File: src/rtl/riscv_types.sv
// Shared execute-stage types: ALU opcodes, divider state, and the writeback bundle.
package riscv_types;

    localparam int XLEN = 32;

    typedef enum logic [4:0] {
        ALU_ADD,
        ALU_SUB,
        ALU_AND,
        ALU_OR,
        ALU_XOR,
        ALU_SLL,
        ALU_SRL,
        ALU_SRA,
        ALU_SLT,
        ALU_SLTU,
        ALU_MUL,
        DIV,
        DIVU,
        REM,
        REMU
    } alu_t;

    typedef enum logic [1:0] {
        IDLE,
        CALC,
        DONE
    } div_state_t;

    typedef struct packed {
        logic [31:0] pc;
        logic [4:0]  rd;
        logic        rd_we;
    } exe_p_mux_bus_type;

    localparam int          DIV_ITER       = 32;
    localparam logic [31:0] DIV_BY_ZERO_Q  = 32'hFFFF_FFFF;
    localparam logic [31:0] SIGNED_MIN     = 32'h8000_0000;
    localparam logic [31:0] NON_DIV_RESULT = 32'hDEAD_BEEF;

    function automatic logic is_div_op(input alu_t op);
        return (op == DIV) || (op == DIVU) || (op == REM) || (op == REMU);
    endfunction

    function automatic logic is_signed_op(input alu_t op);
        return (op == DIV) || (op == REM);
    endfunction

    function automatic logic is_rem_op(input alu_t op);
        return (op == REM) || (op == REMU);
    endfunction

endpackage

File: src/rtl/int_div_step.sv
// One restoring-division iteration: shift in the next dividend bit, trial-subtract D.
module int_div_step
    import riscv_types::*;
(
    input  logic [32:0] r,
    input  logic        dividend_bit,
    input  logic [31:0] d,
    output logic [32:0] r_next,
    output logic        q_bit
);

    logic [33:0] r_shift;
    logic [33:0] d_ext;
    logic [33:0] diff;

    // R never exceeds D after a step, so the top bit of r_shift is always zero.
    assign r_shift = {r, dividend_bit};
    assign d_ext   = {2'b00, d};
    assign diff    = r_shift - d_ext;
    assign q_bit   = (r_shift >= d_ext);
    assign r_next  = q_bit ? diff[32:0] : r_shift[32:0];

endmodule

File: src/rtl/int_div.sv
// Multi-cycle RV32M divider (DIV/DIVU/REM/REMU), radix-2 restoring, one bit per enabled clock.
//   state | meaning
//   IDLE  | waiting for p_start; special cases resolve straight to DONE
//   CALC  | one quotient bit per enabled edge, DIV_ITER iterations
//   DONE  | p_last high, result valid; back to IDLE on next enabled edge
module int_div
    import riscv_types::*;
#(
    parameter int XLEN_P = XLEN
) (
    input  logic              clk,
    input  logic              reset_n,
    input  logic              en,
    input  logic              p_start,
    input  exe_p_mux_bus_type i_pipelined_signals,
    input  logic [31:0]       rs1,
    input  logic [31:0]       rs2,
    input  alu_t              alu_op,
    output exe_p_mux_bus_type o_pipelined_signals,
    output logic [4:0]        uu_rd,
    output logic              busy,
    output logic              p_last,
    output logic [31:0]       result
);

    localparam logic [5:0] LAST_CNT = 6'(DIV_ITER - 1);

    div_state_t        state_q, state_d;
    logic [5:0]        cnt_q;
    logic [32:0]       r_q;
    logic [31:0]       q_q;
    logic [31:0]       d_q;
    logic              neg_q_q;
    logic              neg_r_q;
    alu_t              op_q;
    exe_p_mux_bus_type bundle_q;
    logic [4:0]        rd_q;
    logic [31:0]       result_q;
    logic              p_last_q;

    logic              accept;
    logic              op_div;
    logic              op_signed;
    logic              by_zero;
    logic              overflow;
    logic              fast;
    logic [31:0]       fast_result;
    logic [31:0]       mag_a;
    logic [31:0]       mag_b;
    logic              last_iter;

    logic [32:0]       step_r;
    logic              step_q;
    logic [31:0]       q_fin;
    logic [31:0]       r_fin;
    logic [31:0]       final_result;

    int_div_step u_step (
        .r            (r_q),
        .dividend_bit (q_q[31]),
        .d            (d_q),
        .r_next       (step_r),
        .q_bit        (step_q)
    );

    assign op_div    = is_div_op(alu_op);
    assign op_signed = is_signed_op(alu_op);
    assign by_zero   = (rs2 == 32'd0);
    assign overflow  = op_signed && (rs1 == SIGNED_MIN) && (rs2 == 32'hFFFF_FFFF);
    assign fast      = !op_div || by_zero || overflow;
    assign accept    = en && p_start && (state_q == IDLE);
    assign last_iter = (cnt_q == LAST_CNT);

    // Two's-complement magnitude; SIGNED_MIN maps to itself, which is its correct unsigned magnitude.
    assign mag_a = (op_signed && rs1[31]) ? (32'd0 - rs1) : rs1;
    assign mag_b = (op_signed && rs2[31]) ? (32'd0 - rs2) : rs2;

    always_comb begin
        fast_result = NON_DIV_RESULT;
        if (op_div) begin
            if (by_zero) begin
                fast_result = is_rem_op(alu_op) ? rs1 : DIV_BY_ZERO_Q;
            end else if (overflow) begin
                fast_result = is_rem_op(alu_op) ? 32'd0 : SIGNED_MIN;
            end
        end
    end

    assign q_fin = {q_q[30:0], step_q};
    assign r_fin = step_r[31:0];

    always_comb begin
        final_result = neg_q_q ? (32'd0 - q_fin) : q_fin;
        if (is_rem_op(op_q)) begin
            final_result = neg_r_q ? (32'd0 - r_fin) : r_fin;
        end
    end

    always_comb begin
        state_d = state_q;
        case (state_q)
            IDLE:    if (accept) state_d = fast ? DONE : CALC;
            CALC:    if (en && last_iter) state_d = DONE;
            DONE:    if (en) state_d = IDLE;
            default: state_d = IDLE;
        endcase
    end

    always_ff @(posedge clk or negedge reset_n) begin
        if (!reset_n) begin
            state_q <= IDLE;
        end else begin
            state_q <= state_d;
        end
    end

    always_ff @(posedge clk or negedge reset_n) begin
        if (!reset_n) begin
            cnt_q    <= '0;
            r_q      <= '0;
            q_q      <= '0;
            d_q      <= '0;
            neg_q_q  <= 1'b0;
            neg_r_q  <= 1'b0;
            op_q     <= alu_t'(0);
            bundle_q <= '0;
            rd_q     <= '0;
            result_q <= '0;
            p_last_q <= 1'b0;
        end else if (en) begin
            case (state_q)
                IDLE: begin
                    p_last_q <= 1'b0;
                    if (accept) begin
                        bundle_q <= i_pipelined_signals;
                        rd_q     <= i_pipelined_signals.rd;
                        op_q     <= alu_op;
                        neg_q_q  <= op_signed && (rs1[31] ^ rs2[31]);
                        neg_r_q  <= op_signed && rs1[31];
                        q_q      <= mag_a;
                        d_q      <= mag_b;
                        r_q      <= '0;
                        cnt_q    <= '0;
                        if (fast) begin
                            result_q <= fast_result;
                            p_last_q <= 1'b1;
                        end
                    end
                end
                CALC: begin
                    r_q   <= step_r;
                    q_q   <= q_fin;
                    cnt_q <= cnt_q + 6'd1;
                    if (last_iter) begin
                        result_q <= final_result;
                        p_last_q <= 1'b1;
                    end
                end
                default: p_last_q <= 1'b0;
            endcase
        end
    end

    assign busy                = (state_q == CALC) || (state_q == DONE);
    assign p_last              = p_last_q;
    assign result              = result_q;
    assign uu_rd               = rd_q;
    assign o_pipelined_signals = bundle_q;

endmodule

File: config.mk
export PLATFORM = sky130hd
export DESIGN_NAME = int_div
export DESIGN_NICKNAME = d
export VERILOG_FILES = /design/src/rtl/riscv_types.sv /design/src/rtl/int_div_step.sv /design/src/rtl/int_div.sv
export SDC_FILE = /design/constraint.sdc
export NUM_CORES = 1
export LEC_CHECK = 0
export CAP_MARGIN = 20
export CORE_ASPECT_RATIO = 1.25
export CORE_MARGIN = 5
export CORE_UTILIZATION = 51
export CTS_CLUSTER_SIZE = 40
export DETAILED_ROUTE_END_ITERATION = 10
export PLACE_DENSITY = 0.78
export SLEW_MARGIN = 10
export SYNTH_ARGS = -nofsm -noshare
export SYNTH_HDL_FRONTEND = slang
export SYNTH_SLANG_ARGS = --single-unit
export TNS_END_PERCENT = 30
File: constraint.sdc
create_clock -name clk -period 6 [get_ports clk]
set_input_delay 0.9 -clock clk [delete_from_list [all_inputs] [get_ports clk]]
set_output_delay 0.9 -clock clk [all_outputs]
set_load 0.05 [all_outputs]
==> qor.txt <==
HP Class: in -> async
Syn. warnings: 0
Synth async-reset ratio: 100%
Global route overflow: 0
Category of the worst setup path launch point: flip-flop
FF-to-FF End: result[30]
Die Area: 30,100 um2
CP Capture Type: flip-flop
Die Wd: 156 um
Post-synth top area share: 33.6%
Leading area contributor after synthesis: dfrtp_1
RR Startpoint: q_q[31]
Netlist cell types: 83
Ratio of cells with drive above 1 in the final layout: 6.57%
Clk_skew: 0.0131 ns
CTS tree: built
Final ANT Viol Nets: 0
Post-synthesis register bit count: 183
Antenna violations before repair: 0
Fin. max-slew vios: 0
Ys flop type: dfrtp_1
Fin crit share: 93.7%
Core area: 26,600 um2
I/O pin count: 188
DP Wirelength: 32,700 um
Sequential area share after synthesis: 33.6%
Mean post-synth cell area: 8.14 um2
Rows: 67
Drt wl/cell: 19.9 um
Pre-antenna DRT Iters: 6
PwrDens: 439 nW/um2
R2R depth: 21
Fin Setup TNS: 0 ns
Status: complete, no violations
Root Driver: clkbuf_16
Critical path type: reg -> reg
DRC errors left: 0
Initial Util: 51.3%
Vias in the first global route: 12,672
Post-cts repair resize count: 0
VDD IR-drop max: 0.381 mV
CTS clk-pin slew, worst paths: 0.08 ns
CTS Hold Buffers Added: 0
Max cap viols: 0
Vias/cell: 6.14
First-pass GRT wire length: 68,100 um
Post-synth EDFFs: 0
Nets: 1,952
Setup Fix Bufs, Post-CTS: 0
Fin Hold WS: 0.431 ns
Rel. slew slack: 29.7%
CP required: 6.33 ns
CTS H-tree lvls: 4
Synth Instances: 1,676
Worst EP arrival: 5.95 ns
CTS buffer count: 17
Largest net degree at the start of global routing: 101
Diodes inserted: 0
Static Leak: 0.00662 uW
Drt initial violations: 1,436
Synth cell count leaders: 229 x nand2_1, 198 x o21ai_0, 183 x dfrtp_1, 117 x nor2_1, 105 x a21oi_1
Critical path fanouts, max: 10
R2R Setup Slk: 0.38 ns
Syn_nets: 1,829
Port Buffers: 187
Area delta synth->final: 19.4%
Die height: 193 um
Total routed wirelength: 42,800 um
Top cells by area, synth: dfrtp_1 34%, o21ai_0 7.3%, nand2_1 6.3%
RSZ-0062 raised after global routing: no
Actual slew at the worst max-slew pin: 1.05 ns
Tmin final: 5.62 ns
Final Hold Fails: 0
FMAX: 178 MHz
Setup Viol. Count Final: 0
DR vias: 13,247
Count leader, synth: nand2_1
Clock sinks: 183
Crit path from: q_q[31]
RD Place Congestion: 0.978
CTS Buffer Depth: 2
Clock Latency Late Sink: 0.45 ns
Mapped Area: 13,600 um2
GRT Total Usage: 28.3%
[cell type report]
cell class                      instances  area, um2
Clock inverter                         14        159
Fill cell                            2255      10300
Inverter                               54        203
Sequential cell                       183       4580
Multi-Input combinational cell       1337       8460
Tap cell                              345        432
Clock buffer                           18        439
Timing Repair Buffer                  206       2020
[cell usage in the layout, fill, tap and decap left out, types with 14 or more instances in the layout]
| cell | instances |
|---|---|
| nor3_1 | 44 |
| a211oi_1 | 14 |
| nand4_1 | 26 |
| or3_1 | 23 |
| buf_4 | 18 |
| mux2_2 | 46 |
| xnor2_1 | 77 |
| clkbuf_16 | 17 |
| a21oi_1 | 105 |
| xor2_1 | 65 |
| nor2_1 | 117 |
| nand3_1 | 24 |
| a31oi_1 | 16 |
| a21o_1 | 18 |
| o21a_1 | 35 |
| nand2_1 | 227 |
| o31ai_1 | 27 |
| inv_1 | 53 |
| nor4_1 | 21 |
| clkdlybuf4s50_1 | 186 |
| o21ai_0 | 198 |
| o22ai_1 | 16 |
| mux2i_1 | 19 |
| dfrtp_1 | 183 |
| ha_1 | 40 |
[logic make-up (layout without fill, tap and decap cells)]
group | count (synthesis) | after routing | share of synthesized area [%]
AOI/OAI and AO/OA | 523 | 523 | 24.2
xor gates and xnor gates | 142 | 142 | 9.11
adders and majority gates | 42 | 42 | 3.91
buffers and inverters | 156 | 292 | 4.60
DFF | 183 | 183 | 33.6
muxes | 65 | 65 | 5.19
and+or+nand+nor | 565 | 565 | 19.4
[power breakdown]
part	switching [uW]	internal, uW
logic	2520	1370
registers	409	1710
clock network	578	571
[state kept, by name, indices dropped and copies added (netlist names)]
name	flops
cnt_q	6
d_q	32
neg_q_q	1
neg_r_q	1
o_pipelined_signals	33
op_q	5
p_last	1
q_q	32
r_q	33
result	32
state_q	2
uu_rd	5
[critical path, cell delays in order (launching register included)]
cell and delay, ns:
dfrtp_1 0.42, inv_1 0.10, ha_1 0.19, inv_1 0.06, fa_1 0.45, a21o_1 0.26, a221oi_1 0.42, o21a_1 0.21
a21o_1 0.17, nand2_2 0.09, inv_1 0.30, ha_1 0.27, nand2b_1 0.10, or3_1 0.38, or3_1 0.39, or3_1 0.34
or4_1 0.50, o41ai_1 0.36, xor2_1 0.18, nor2_1 0.05, a211oi_1 0.19, nor3_1 0.07
[worst max-delay path by stage]
stage	to	slack, ns	cells past startpoint
6_report	result[30]	0.38	21
5_1_grt	result[30]	0.09	21
4_1_cts	result[26]	0.41	21
3_5_place_dp	result[26]	0.45	21
3_3_place_gp	result[26]	0.58	21
2_1_floorplan	result[26]	0.07	24
[layer usage]
| metal | routed length [um] | track usage (%) | up-vias |
|---|---|---|---|
| li1 | - | - | 6292 |
| met5 | 0 | 0 | - |
| met3 | 2600 | 3.41 | 93 |
| met1 | 16800 | 35.6 | 6324 |
| met2 | 21300 | 48.3 | 538 |
| met4 | 2090 | 13.4 | 0 |
[per-stage QoR]
step                cells  util, %  power, uW  worst slack (ns)  cell area [um2]
finish               2157     61.3       7150             0.377            16300
global route         2157     61.3       7570            0.0868            16300
CTS                  2156     61.3       7140             0.414            16300
detailed placement   2124     59.0       5970             0.454            15700
global placement     2124     59.0       5910             0.581            15700
floorplan            1676        -       4740            0.0741            13600
(Power assumes the default switching activity.)
